===== src/rtl/alu_mul_seq_pkg.sv =====
// Shared constants and state encoding for the shift-add multiply sequencer.
package alu_mul_seq_pkg;

    // Opcodes understood by the shared execute-stage ALU.
    localparam int         ALU_OP_W   = 3;
    localparam logic [2:0] ALU_OP_NOP = 3'b000;
    localparam logic [2:0] ALU_OP_ADD = 3'b010;

    // Sequencer states.
    typedef enum logic [1:0] {
        ST_IDLE = 2'd0,
        ST_RUN  = 2'd1,
        ST_DONE = 2'd2
    } mul_state_e;

endpackage : alu_mul_seq_pkg


===== src/rtl/alu_mul_seq.sv =====
// Multi-cycle unsigned WIDTH x WIDTH -> 2*WIDTH multiplier that borrows the
// external execute-stage ALU as its adder, one shift-add iteration per cycle.
// Optional feature: define MUL_ZERO_SKIP_EN to finish immediately when either
// operand is zero instead of running all WIDTH iterations.
module alu_mul_seq
    import alu_mul_seq_pkg::*;
#(
    parameter int WIDTH = 16
) (
    input  logic                i_clk,
    input  logic                i_rst_n,
    input  logic                i_start,
    input  logic                i_flush,
    input  logic [WIDTH-1:0]    i_multiplicand,
    input  logic [WIDTH-1:0]    i_multiplier,
    output logic [WIDTH-1:0]    o_alu_data_1,
    output logic [WIDTH-1:0]    o_alu_data_2,
    output logic [ALU_OP_W-1:0] o_alu_op,
    input  logic [WIDTH-1:0]    i_alu_result,
    input  logic                i_alu_carry,
    output logic                o_ready,
    output logic                o_busy,
    output logic                o_valid,
    output logic [WIDTH-1:0]    o_result_hi,
    output logic [WIDTH-1:0]    o_result_lo,
    output logic                o_zero_flag,
    output logic                o_negative_flag,
    output logic                o_carry_flag
);

    localparam int CNT_W = (WIDTH > 1) ? $clog2(WIDTH) : 1;

    mul_state_e         state_q, state_d;
    logic [WIDTH-1:0]   acc_q, acc_d;
    logic [WIDTH-1:0]   mplier_q, mplier_d;
    logic [WIDTH-1:0]   mcand_q, mcand_d;
    logic [CNT_W-1:0]   count_q, count_d;
    logic [WIDTH-1:0]   res_hi_q, res_hi_d;
    logic [WIDTH-1:0]   res_lo_q, res_lo_d;
    logic               zero_q, zero_d;
    logic               neg_q, neg_d;
    logic               carry_q, carry_d;

    logic               running;
    logic               accept;
    logic               last_iter;
    logic [2*WIDTH-1:0] shifted;

    assign running   = (state_q == ST_RUN);
    assign accept    = i_start && !running && !i_flush;
    assign last_iter = (count_q == CNT_W'(WIDTH - 1));

    // {carry, sum, mplier} shifted right by one: the ALU carry lands in the
    // accumulator MSB so no product bit is lost, and mplier[0] is consumed.
    assign shifted = {i_alu_carry, i_alu_result, mplier_q[WIDTH-1:1]};

    // Status and ALU drive; the ALU only sees a real operation while running.
    always_comb begin
        o_ready         = !running;
        o_busy          = running;
        o_valid         = (state_q == ST_DONE);
        o_alu_op        = running ? ALU_OP_ADD : ALU_OP_NOP;
        o_alu_data_1    = running ? acc_q : '0;
        o_alu_data_2    = (running && mplier_q[0]) ? mcand_q : '0;
        o_result_hi     = res_hi_q;
        o_result_lo     = res_lo_q;
        o_zero_flag     = zero_q;
        o_negative_flag = neg_q;
        o_carry_flag    = carry_q;
    end

    // Next-state and datapath update.
    always_comb begin
        // NOTE: every signal assigned here gets a hold default first, so no path
        // through the case statement can leave one unassigned and infer a latch.
        state_d  = state_q;
        acc_d    = acc_q;
        mplier_d = mplier_q;
        mcand_d  = mcand_q;
        count_d  = count_q;
        res_hi_d = res_hi_q;
        res_lo_d = res_lo_q;
        zero_d   = zero_q;
        neg_d    = neg_q;
        carry_d  = carry_q;

        if (i_flush) begin
            // Abort: results and flags keep their previous values.
            state_d = ST_IDLE;
        end else begin
            unique case (state_q)
                ST_IDLE, ST_DONE: begin
                    if (accept) begin
                        acc_d    = '0;
                        mplier_d = i_multiplier;
                        mcand_d  = i_multiplicand;
                        count_d  = '0;
                        state_d  = ST_RUN;
`ifdef MUL_ZERO_SKIP_EN
                        if ((i_multiplicand == '0) || (i_multiplier == '0)) begin
                            state_d  = ST_DONE;
                            res_hi_d = '0;
                            res_lo_d = '0;
                            zero_d   = 1'b1;
                            neg_d    = 1'b0;
                            carry_d  = 1'b0;
                        end
`endif
                    end else begin
                        state_d = ST_IDLE;
                    end
                end
                ST_RUN: begin
                    {acc_d, mplier_d} = shifted;
                    count_d           = count_q + 1'b1;
                    if (last_iter) begin
                        state_d  = ST_DONE;
                        res_hi_d = shifted[2*WIDTH-1:WIDTH];
                        res_lo_d = shifted[WIDTH-1:0];
                        zero_d   = (shifted == '0);
                        neg_d    = shifted[2*WIDTH-1];
                        carry_d  = (shifted[2*WIDTH-1:WIDTH] != '0);
                    end
                end
                default: state_d = ST_IDLE;
            endcase
        end
    end

    // State register.
    always_ff @(posedge i_clk or negedge i_rst_n) begin
        // NOTE: clocked state uses non-blocking assignments so every register
        // samples the pre-edge values, independent of statement order.
        if (!i_rst_n) state_q <= ST_IDLE;
        else          state_q <= state_d;
    end

    // Datapath and result registers.
    always_ff @(posedge i_clk or negedge i_rst_n) begin
        if (!i_rst_n) begin
            acc_q    <= '0;
            mplier_q <= '0;
            mcand_q  <= '0;
            count_q  <= '0;
            res_hi_q <= '0;
            res_lo_q <= '0;
            zero_q   <= 1'b0;
            neg_q    <= 1'b0;
            carry_q  <= 1'b0;
        end else begin
            acc_q    <= acc_d;
            mplier_q <= mplier_d;
            mcand_q  <= mcand_d;
            count_q  <= count_d;
            res_hi_q <= res_hi_d;
            res_lo_q <= res_lo_d;
            zero_q   <= zero_d;
            neg_q    <= neg_d;
            carry_q  <= carry_d;
        end
    end

endmodule : alu_mul_seq


===== config.mk =====
export PLATFORM = sky130hd
export DESIGN_NAME = alu_mul_seq
export DESIGN_NICKNAME = d
export VERILOG_FILES = /design/src/rtl/alu_mul_seq_pkg.sv /design/src/rtl/alu_mul_seq.sv
export SDC_FILE = /design/constraint.sdc
export NUM_CORES = 1
export LEC_CHECK = 0
export CORE_ASPECT_RATIO = 1.4
export CORE_MARGIN = 3
export CORE_UTILIZATION = 50
export DETAILED_ROUTE_END_ITERATION = 12
export PLACE_DENSITY = 0.95
export SLEW_MARGIN = 20
export SYNTH_ARGS = -nofsm -noshare
export SYNTH_HDL_FRONTEND = slang
export SYNTH_SLANG_ARGS = --single-unit

===== constraint.sdc =====
create_clock -name i_clk -period 3.2 [get_ports i_clk]
set_input_delay 0.32 -clock i_clk [delete_from_list [all_inputs] [get_ports i_clk]]
set_output_delay 0.32 -clock i_clk [all_outputs]
set_load 0.03 [all_outputs]

After elaboration in Yosys (flattened, before gate mapping)
Cells that the tools add are included.
{"block": "classes", "n_addsub": 1, "n_eq_ne": 5, "n_mux": 13, "n_bitwise": 1, "n_reduce_logical": 13}
{"operator": "16-bit two-way mux", "n": 4}
{"operator": "16-bit one-hot mux with 2 select lines", "n": 2}
{"operator": "32-bit logical NOT", "n": 1}
{"operator": "16-bit nonzero test", "n": 1}
{"operator": "3-bit AND reduction", "n": 3}
{"operator": "4-bit one-hot mux with 2 select lines", "n": 1}
{"operator": "2-bit two-way mux", "n": 3}
{"operator": "4-bit by 1-bit adder with 4-bit output, second input constant", "n": 1}
{"operator": "4-bit equality test, second input constant", "n": 1}
{"operator": "4-bit two-way mux", "n": 1}
{"operator": "2-bit one-hot mux with 2 select lines", "n": 1}
{"operator": "1-bit logical AND", "n": 3}
{"operator": "3-bit by 2-bit inequality test with 1-bit output, second input constant", "n": 1}
{"operator": "2-bit by 1-bit equality test with 1-bit output, second input constant", "n": 1}
{"operator": "2-bit equality test, second input constant", "n": 1}
{"operator": "1-bit logical NOT", "n": 2}
{"operator": "2-bit logical NOT", "n": 1}
{"operator": "2-bit inequality test, second input constant", "n": 1}
{"operator": "2-bit nonzero test", "n": 1}
{"operator": "2-bit OR reduction", "n": 1}
{"operator": "1-bit two-way mux", "n": 1}
{"operator": "1-bit inverter", "n": 1}
{"block": "totals", "reg_bits": 89, "input_bits": 53}

Logic depth before layout (Yosys ltp)
Gate-level depths: netlist of the first run.
{"block": "logic_depth", "word_depth": 7, "depth_mapped": 6, "depth_no_buf": 4}

Least setup slack after synthesis of the first run
No wires, ideal clock.
{"block": "synth_timing", "path_type": "register -> output", "start": "register state_q[1]", "end": "output o_alu_data_1[10]", "arrival_time_ns": 1.455, "path_slack_ns": 1.425, "stages_incl_launch_ff": 4, "path_buffers": 1, "path_cell_list": "dfrtp_1 -> nor2b_1 -> clkbuf_1 -> and2_1"}
{"block": "synth_between", "elab_chain_cells": 2}
{"item": "start: declaration", "line_no": "alu_mul_seq.sv:33", "text": "mul_state_e state_q, state_d;"}
{"item": "start signal: assignment", "line_no": "alu_mul_seq.sv:135", "text": "else state_q <= state_d;"}
{"item": "2-bit by 1-bit equality test with 1-bit output", "line_no": "alu_mul_seq.sv:49", "text": "assign running = (state_q == ST_RUN);"}
{"item": "net o_busy", "line_no": "alu_mul_seq.sv:22", "text": "output logic o_busy,"}
{"item": "16-bit two-way mux", "line_no": "alu_mul_seq.sv:63", "text": "o_alu_data_1 = running ? acc_q : '0;"}
{"item": "end: declaration", "line_no": "alu_mul_seq.sv:16", "text": "output logic [WIDTH-1:0] o_alu_data_1,"}
The timed path passes the listed nets, and every way through them passes these cells.

Worst setup path in the final report of the first run
{"block": "layout_timing", "start": "register state_q[1]", "end": "output o_alu_data_2[14]"}
{"block": "layout_between", "elab_chain_cells": 3}
{"item": "2-bit by 1-bit equality test with 1-bit output", "line_no": "alu_mul_seq.sv:49"}
{"item": "1-bit logical AND", "line_no": "alu_mul_seq.sv:64", "text": "o_alu_data_2 = (running && mplier_q[0]) ? mcand_q : '0;"}
{"item": "16-bit two-way mux", "line_no": "alu_mul_seq.sv:64"}
{"item": "end: declaration", "line_no": "alu_mul_seq.sv:17", "text": "output logic [WIDTH-1:0] o_alu_data_2,"}
Every way passes these cells.

==> results.yml, run 1 <==
clocking:
  cts.path.max_buffers: 2
  cts_repair_resize_count: 0
  cts_max_level: 3
  clock_sinks: 88
  postCtsHoldBufs: 0
  cts_post_setup_buffers_inserted: 0
  clkTransAtPathRegs_ns: 0.08
  worst_skew_pair.late_latency_ns: 0.35
  cts.root.buffer_cell: "sky130_fd_sc_hd__clkbuf_8"
  cts_made_buffers: 9
  cts_tree: "done"
pwr:
  internal_power_uw: 2010
  power_density_nw_per_um2: 519
  leak_uw: 0.00241
  worst_ir_drop_vdd_v: 0.000472
  power.share.clock_pct: 29.6
  netSwitchingFraction_pct: 28.4
  p_comb_share_pct: 20.6
  net_switching_power_uw: 794
  p_seq_share_pct: 49.7
logic_synthesis:
  netlist.area_leader.share_pct: 56.1
  synth-seq-area-share_pct: 56.1
  synth.ff_latch_count: 88
  post_synth_inst_count: 306
  synth_area_um2: 3930
  post_synth_main_area_contributors: "sky130_fd_sc_hd__dfrtp_1, sky130_fd_sc_hd__mux2_4, sky130_fd_sc_hd__mux2_2"
  syn_area_per_cell_um2: 12.8
  synthDistinctLibCells: 34
  synth_warnings: 0
  post-synth-top-area-cell: "sky130_fd_sc_hd__dfrtp_1"
setup_path:
  critical_path_max_stage_delay_ns: 0.68
  critical_path.slowest_cell: "sky130_fd_sc_hd__clkdlybuf4s50_1"
  worst_ep_arrival_time_ns: 2.33
  path_delay_family: "simple AND/OR/NAND/NOR gates"
  worstSetupStartpoint: "state_q[1]"
  critical_path_required_ns: 2.88
  critPathMaxFanout: 36
  worst_setup_end_kind: "output port"
  critical_path.n_buffers_inverters: 1
  r2r_start: "state_q[1]"
  criticalPathCategory: "reg -> out"
  cp_cell_sequence: "nor2b_4 -> and3_1 -> clkdlybuf4s50_1"
  nature_of_the_critical_path_startpoint: "flop"
detailed_routing:
  routedWlPerCell_um: 18.1
  dr_total_vias: 2911
  route.detailed.vias_per_inst: 5.56
  detail_route.first_pass.iterations: 4
  drc: 0
  drt_iter0_drc: 153
  drt.antenna.violating_nets: 0
  totalWireLength_um: 9500
global_routing:
  grt_max_degree: 89
  grt_pass1_wl_um: 15300
  antenna_violations_before_repair: 0
  globalRouteOverflowTotal: 0
  grt_use_total_pct: 22.2
  grt_pass1_vias: 2999
placement:
  dpl_worst_slack_ns: 0.732
  dp.final_hpwl_um: 6710
  io_buffer_count: 123
  routabilityCongestion: 0.808
floorplanning:
  initial_core_util_pct: 52.3
  std_cell_rows: 37
  floorplan.die.height_um: 111
  ios: 126
  placeableCoreArea_um2: 7500
  die_area_um2: 8960
  floorplan.die.width_um: 80.9
final_layout:
  drive_gt1_share_pct: 17.3
  layout.cells.most_common_list: "sky130_fd_sc_hd__clkdlybuf4s50_1, sky130_fd_sc_hd__dfrtp_1, sky130_fd_sc_hd__nand2_1"
  final_net_count: 476
  area_growth_pct: 37.5
  diodes: 0
  leading_cell_type_in_the_layout_fill_and_taps_excluded: "sky130_fd_sc_hd__clkdlybuf4s50_1"
timing:
  final.setup_skew_ns: 0.00806
  layout_setup_ws_ns: 0.551
  setup_repair_after_global_routing_missed_its_margin: "no"
  slew_viol_final: 0
  timing.final.hold_violations: 0
  setup_viol: 0
  min_period_ns: 2.65
  timing.setup.tns_ns: 0
  worst_margin_pin_slew_ns: 0.778
  clock.fmax_mhz: 378
  final_min_period_over_clock_period_pct: 82.8
  worst_slew_margin_rel_pct: 48.1
min_path:
  worst_hold_path_type: "in -> async"
outcome:
  run_status: "completed"
flow_run:
  max-cap-violations: 0
-- cells by family (layout without fill, tap and decap cells) --
logic type      count (synthesis)  count (layout)  synth area share [%]
mux                            52              52                  17.6
flops                          88              88                  56.1
other cells                     1               2                0.0955
simple gates                  102             102                  14.3
buf+inv                        25             145                  4.43
compound gates                 37              37                  7.11
fa+ha+maj                       1               1                 0.319
-- cell type report --
cell class                      instances  area (um2)
Fill cell                             523        2100
Clock inverter                          3        65.1
Inverter                                1        3.75
Timing Repair Buffer                  128        1280
Sequential cell                        88        2200
Tap cell                               97         121
Clock buffer                           13         149
Multi-Input combinational cell        194        1570
-- state kept, by name, indices dropped and copies added, names as in the netlist, 2 cells and up --
register and count:
acc_q 16, mplier_q 16, count_q 4, o_result_hi 16, state_q 2, o_result_lo 16
mcand_q 16
-- synthesized netlist by cell type, drive strengths merged --
master / n
buf: 18
or2b: 1
and2b: 1
nor3b: 2
a21o: 1
clkinv: 1
mux2: 49
and2: 16
mux2i: 3
nor3: 16
nand2: 32
nand2b: 1
o2bb2ai: 1
clkbuf: 6
nand4: 3
a31oi: 16
conb: 1
and3: 16
ha: 1
nor4: 8
or3b: 1
dfrtp: 88
o41ai: 1
a22o: 17
nand3: 1
nor2: 3
nor2b: 1
o21ai: 1
-- layer usage --
layer  global-route usage (%)  wire [um]  vias to the layer above
met5                        0          0                        -
li1                         -          -                     1330
met2                     36.8       4920                      125
met1                     28.0       3750                     1437
met4                     9.92        226                        0
met3                     3.41        598                       19
-- worst register-to-register path, cell delays in order, from the launching register on --
cell and delay, ns:
sky130_fd_sc_hd__dfrtp_1 0.46, sky130_fd_sc_hd__or3b_4 0.46, sky130_fd_sc_hd__nor2_8 0.39, sky130_fd_sc_hd__buf_12 0.24, sky130_fd_sc_hd__mux2_2 0.36
-- worst paths after layout --
| check | endpoint | slack (ns) | cells past startpoint |
|---|---|---|---|
| min | o_result_hi[12] | 0.01 | 1 |
| min in group i_clk | count_q[3] | 0.48 | 1 |
| max reg2reg | o_result_hi[15] | 1.18 | 4 |
| max | o_alu_data_2[14] | 0.55 | 3 |
| min reg2reg | count_q[3] | 0.48 | 1 |
| max in group asynchronous | mcand_q[8] | 2.64 | 1 |
-- stage by stage --
stage	total power [uW]	instances	hold slack [ns]	utilization [%]	instance area, um2
6_report	2800	524	0.0126	71.9	5400
5_1_grt	2940	524	0.0643	71.9	5400
4_1_cts	2820	524	0.197	71.9	5390
3_5_place_dp	1990	508	0.474	69.0	5180
3_3_place_gp	1950	508	0.463	69.0	5180
2_1_floorplan	1720	307	0.0244	-	3930
-- power groups by stage --
stage | logic (uW) | registers, uW | clock network [uW]
floorplan | 363 | 1360 | 0
global placement | 557 | 1400 | 0
detailed placement | 580 | 1410 | 0
CTS | 582 | 1390 | 845
global route | 627 | 1420 | 895
finish | 578 | 1390 | 830
No activity file was read; power rests on OpenSTA's default activity.
==> run 2, diff against run 1 <==
--- a/config.mk
+++ b/config.mk
@@ -7,9 +7,9 @@
 export LEC_CHECK = 0
 export CORE_ASPECT_RATIO = 1.4
 export CORE_MARGIN = 3
-export CORE_UTILIZATION = 50
+export CORE_UTILIZATION = 46
 export DETAILED_ROUTE_END_ITERATION = 12
-export PLACE_DENSITY = 0.95
+export PLACE_DENSITY = 0.91
 export SLEW_MARGIN = 20
 export SYNTH_ARGS = -nofsm -noshare
 export SYNTH_HDL_FRONTEND = slang
==> constraint.sdc (replaced) <==
create_clock -name i_clk -period 2.45 [get_ports i_clk]
set_input_delay 0.245 -clock i_clk [delete_from_list [all_inputs] [get_ports i_clk]]
set_output_delay 0.245 -clock i_clk [all_outputs]
set_load 0.03 [all_outputs]
==> run 2 against run 1 <==
Via count increased by 0.24%; total power increased by 39%; die area increased by 8.1%; cell count increased by 2.7%; flip-flop and latch count unchanged; count of clock-buffer cells in the layout unchanged; sequential share of layout area decreased by 1.1 points; sequential power increased by 31%; clock power increased by 58%; core utilization decreased by 4.6 points; first-iteration DRC count decreased by 34%.
==> results.yml, run 2 (synthesis results as in run 1) <==
setup_path:
  worst_ep_arrival_time_ns: 2.07
  critical_path_max_stage_delay_ns: 0.70
  worst_setup_end_kind: "output port"
  critPathMaxFanout: 21
  criticalPathCategory: "reg -> out"
  worstSetupStartpoint: "state_q[0]"
  critical_path.slowest_cell: "sky130_fd_sc_hd__clkdlybuf4s50_1"
  critical_path.n_buffers_inverters: 2
  r2r_start: "state_q[1]"
  cp_cell_sequence: "nor2b_4 -> buf_4 -> and3_1 -> clkdlybuf4s50_1"
  path_delay_family: "buffers and inverters"
  nature_of_the_critical_path_startpoint: "flop"
  critical_path_required_ns: 2.20
clocking:
  cts_max_level: 3
  cts.path.max_buffers: 2
  cts_made_buffers: 9
  cts.root.buffer_cell: "sky130_fd_sc_hd__clkbuf_16"
  clock_sinks: 88
  clkTransAtPathRegs_ns: 0.06
  cts_post_setup_buffers_inserted: 0
  worst_skew_pair.late_latency_ns: 0.33
  postCtsHoldBufs: 1
  cts_tree: "done"
  cts_repair_resize_count: 0
final_layout:
  final_cell_count_no_fill: 538
  area_growth_pct: 41.4
  final_cell_area_um2: 5550
  drive_gt1_share_pct: 18.6
  layout.cells.most_common_list: "sky130_fd_sc_hd__clkdlybuf4s50_1, sky130_fd_sc_hd__dfrtp_1, sky130_fd_sc_hd__nand2_1"
  final_net_count: 485
  leading_cell_type_in_the_layout_fill_and_taps_excluded: "sky130_fd_sc_hd__clkdlybuf4s50_1"
  diodes: 0
  final.fill_count: 597
timing:
  setup_viol: 0
  worst_margin_pin_slew_ns: 0.565
  final.setup_skew_ns: 0.00773
  final_min_period_over_clock_period_pct: 94.7
  clock.fmax_mhz: 431
  timing.final.hold_violations: 0
  min_period_ns: 2.32
  slew_viol_final: 0
  finalHoldWorstSlack_ns: 0.386
  timing.setup.tns_ns: 0
  worst_slew_margin_rel_pct: 62.3
  setup_repair_after_global_routing_missed_its_margin: "no"
detailed_routing:
  drt.antenna.violating_nets: 0
  drt_iter0_drc: 101
  route.detailed.vias_per_inst: 5.42
  routedWlPerCell_um: 17.8
  drc: 0
  totalWireLength_um: 9580
  dr_total_vias: 2918
  detail_route.first_pass.iterations: 4
min_path:
  worst_hold_path_type: "in -> async"
placement:
  postPlaceCellArea_um2: 5260
  placed_cells_incl_taps: 521
  io_buffer_count: 123
  routabilityCongestion: 0.820
  dp.final_hpwl_um: 6920
floorplanning:
  initial_core_util_pct: 47.6
  floorplan.die.height_um: 115
  die_area_um2: 9690
  placeableCoreArea_um2: 8250
  floorplan.die.width_um: 84.1
  std_cell_rows: 39
  ios: 126
pwr:
  p_seq_share_pct: 46.6
  netSwitchingFraction_pct: 27.5
  internal_power_uw: 2820
  power.share.clock_pct: 33.6
  worst_ir_drop_vdd_v: 0.000475
  p_comb_share_pct: 19.8
  power_density_nw_per_um2: 702
  net_switching_power_uw: 1070
  leak_uw: 0.00249
global_routing:
  grt_max_degree: 61
  grt_use_total_pct: 20.4
  globalRouteOverflowTotal: 0
  antenna_violations_before_repair: 0
  grt_pass1_wl_um: 15600
  grt_pass1_vias: 3071
flow_run:
  max-cap-violations: 0
outcome:
  run_status: "completed"
==> run 2: area by class of cell <==
type / instances / area, um2 / area share, %
sequential: 88 / 2200 / 39.7
multi-input combinational: 194 / 1570 / 28.3
timing repair buffer: 137 / 1360 / 24.5
clock buffer: 13 / 240 / 4.33
tap: 102 / 128 / 2.30
clock inverter: 3 / 42.5 / 0.767
inverter: 1 / 3.75 / 0.0676
==> run 2: worst register-to-register path: stages (launching register included) <==
cell and delay [ns]:
sky130_fd_sc_hd__dfrtp_1 0.46, sky130_fd_sc_hd__or3b_4 0.46, sky130_fd_sc_hd__nor2_8 0.30, sky130_fd_sc_hd__buf_4 0.26, sky130_fd_sc_hd__mux2_2 0.35
==> run 2: path summary, 6_finish.rpt <==
path	endpoint	slack (ns)	cells past startpoint
max in group asynchronous	mplier_q[11]	1.42	3
min in group i_clk	mplier_q[4]	0.49	3
hold / removal	o_result_hi[8]	0.39	2
hold reg to reg	count_q[3]	0.49	1
setup / recovery	o_alu_data_2[15]	0.13	4
setup reg to reg	o_result_hi[15]	0.51	4
==> run 2: per-layer routing <==
metal	GRT usage, %	part of all wire, %	vias up
li1	-	-	1349
met1	25.6	41	1446
met2	36.2	53	115
met3	3.37	4.9	8
met4	5.79	1.2	0
met5	0	0	-
==> run 2: through the flow <==
step / setup slack, ns / util, % / power (uW)
2_1_floorplan: 0.750 / - / 2250
3_3_place_gp: 0.324 / 63.7 / 2570
3_5_place_dp: 0.280 / 63.7 / 2610
4_1_cts: 0.112 / 67.3 / 3930
5_1_grt: 0.0497 / 67.3 / 4080
6_report: 0.130 / 67.3 / 3900
==> run 2: power groups by stage <==
stage	combinational (uW)	sequential (uW)	clock, uW
after global routing	838	1850	1400
after CTS	780	1820	1330
after detailed placement	772	1840	0
final	771	1820	1310
after global placement	746	1820	0
after floorplan	474	1780	0
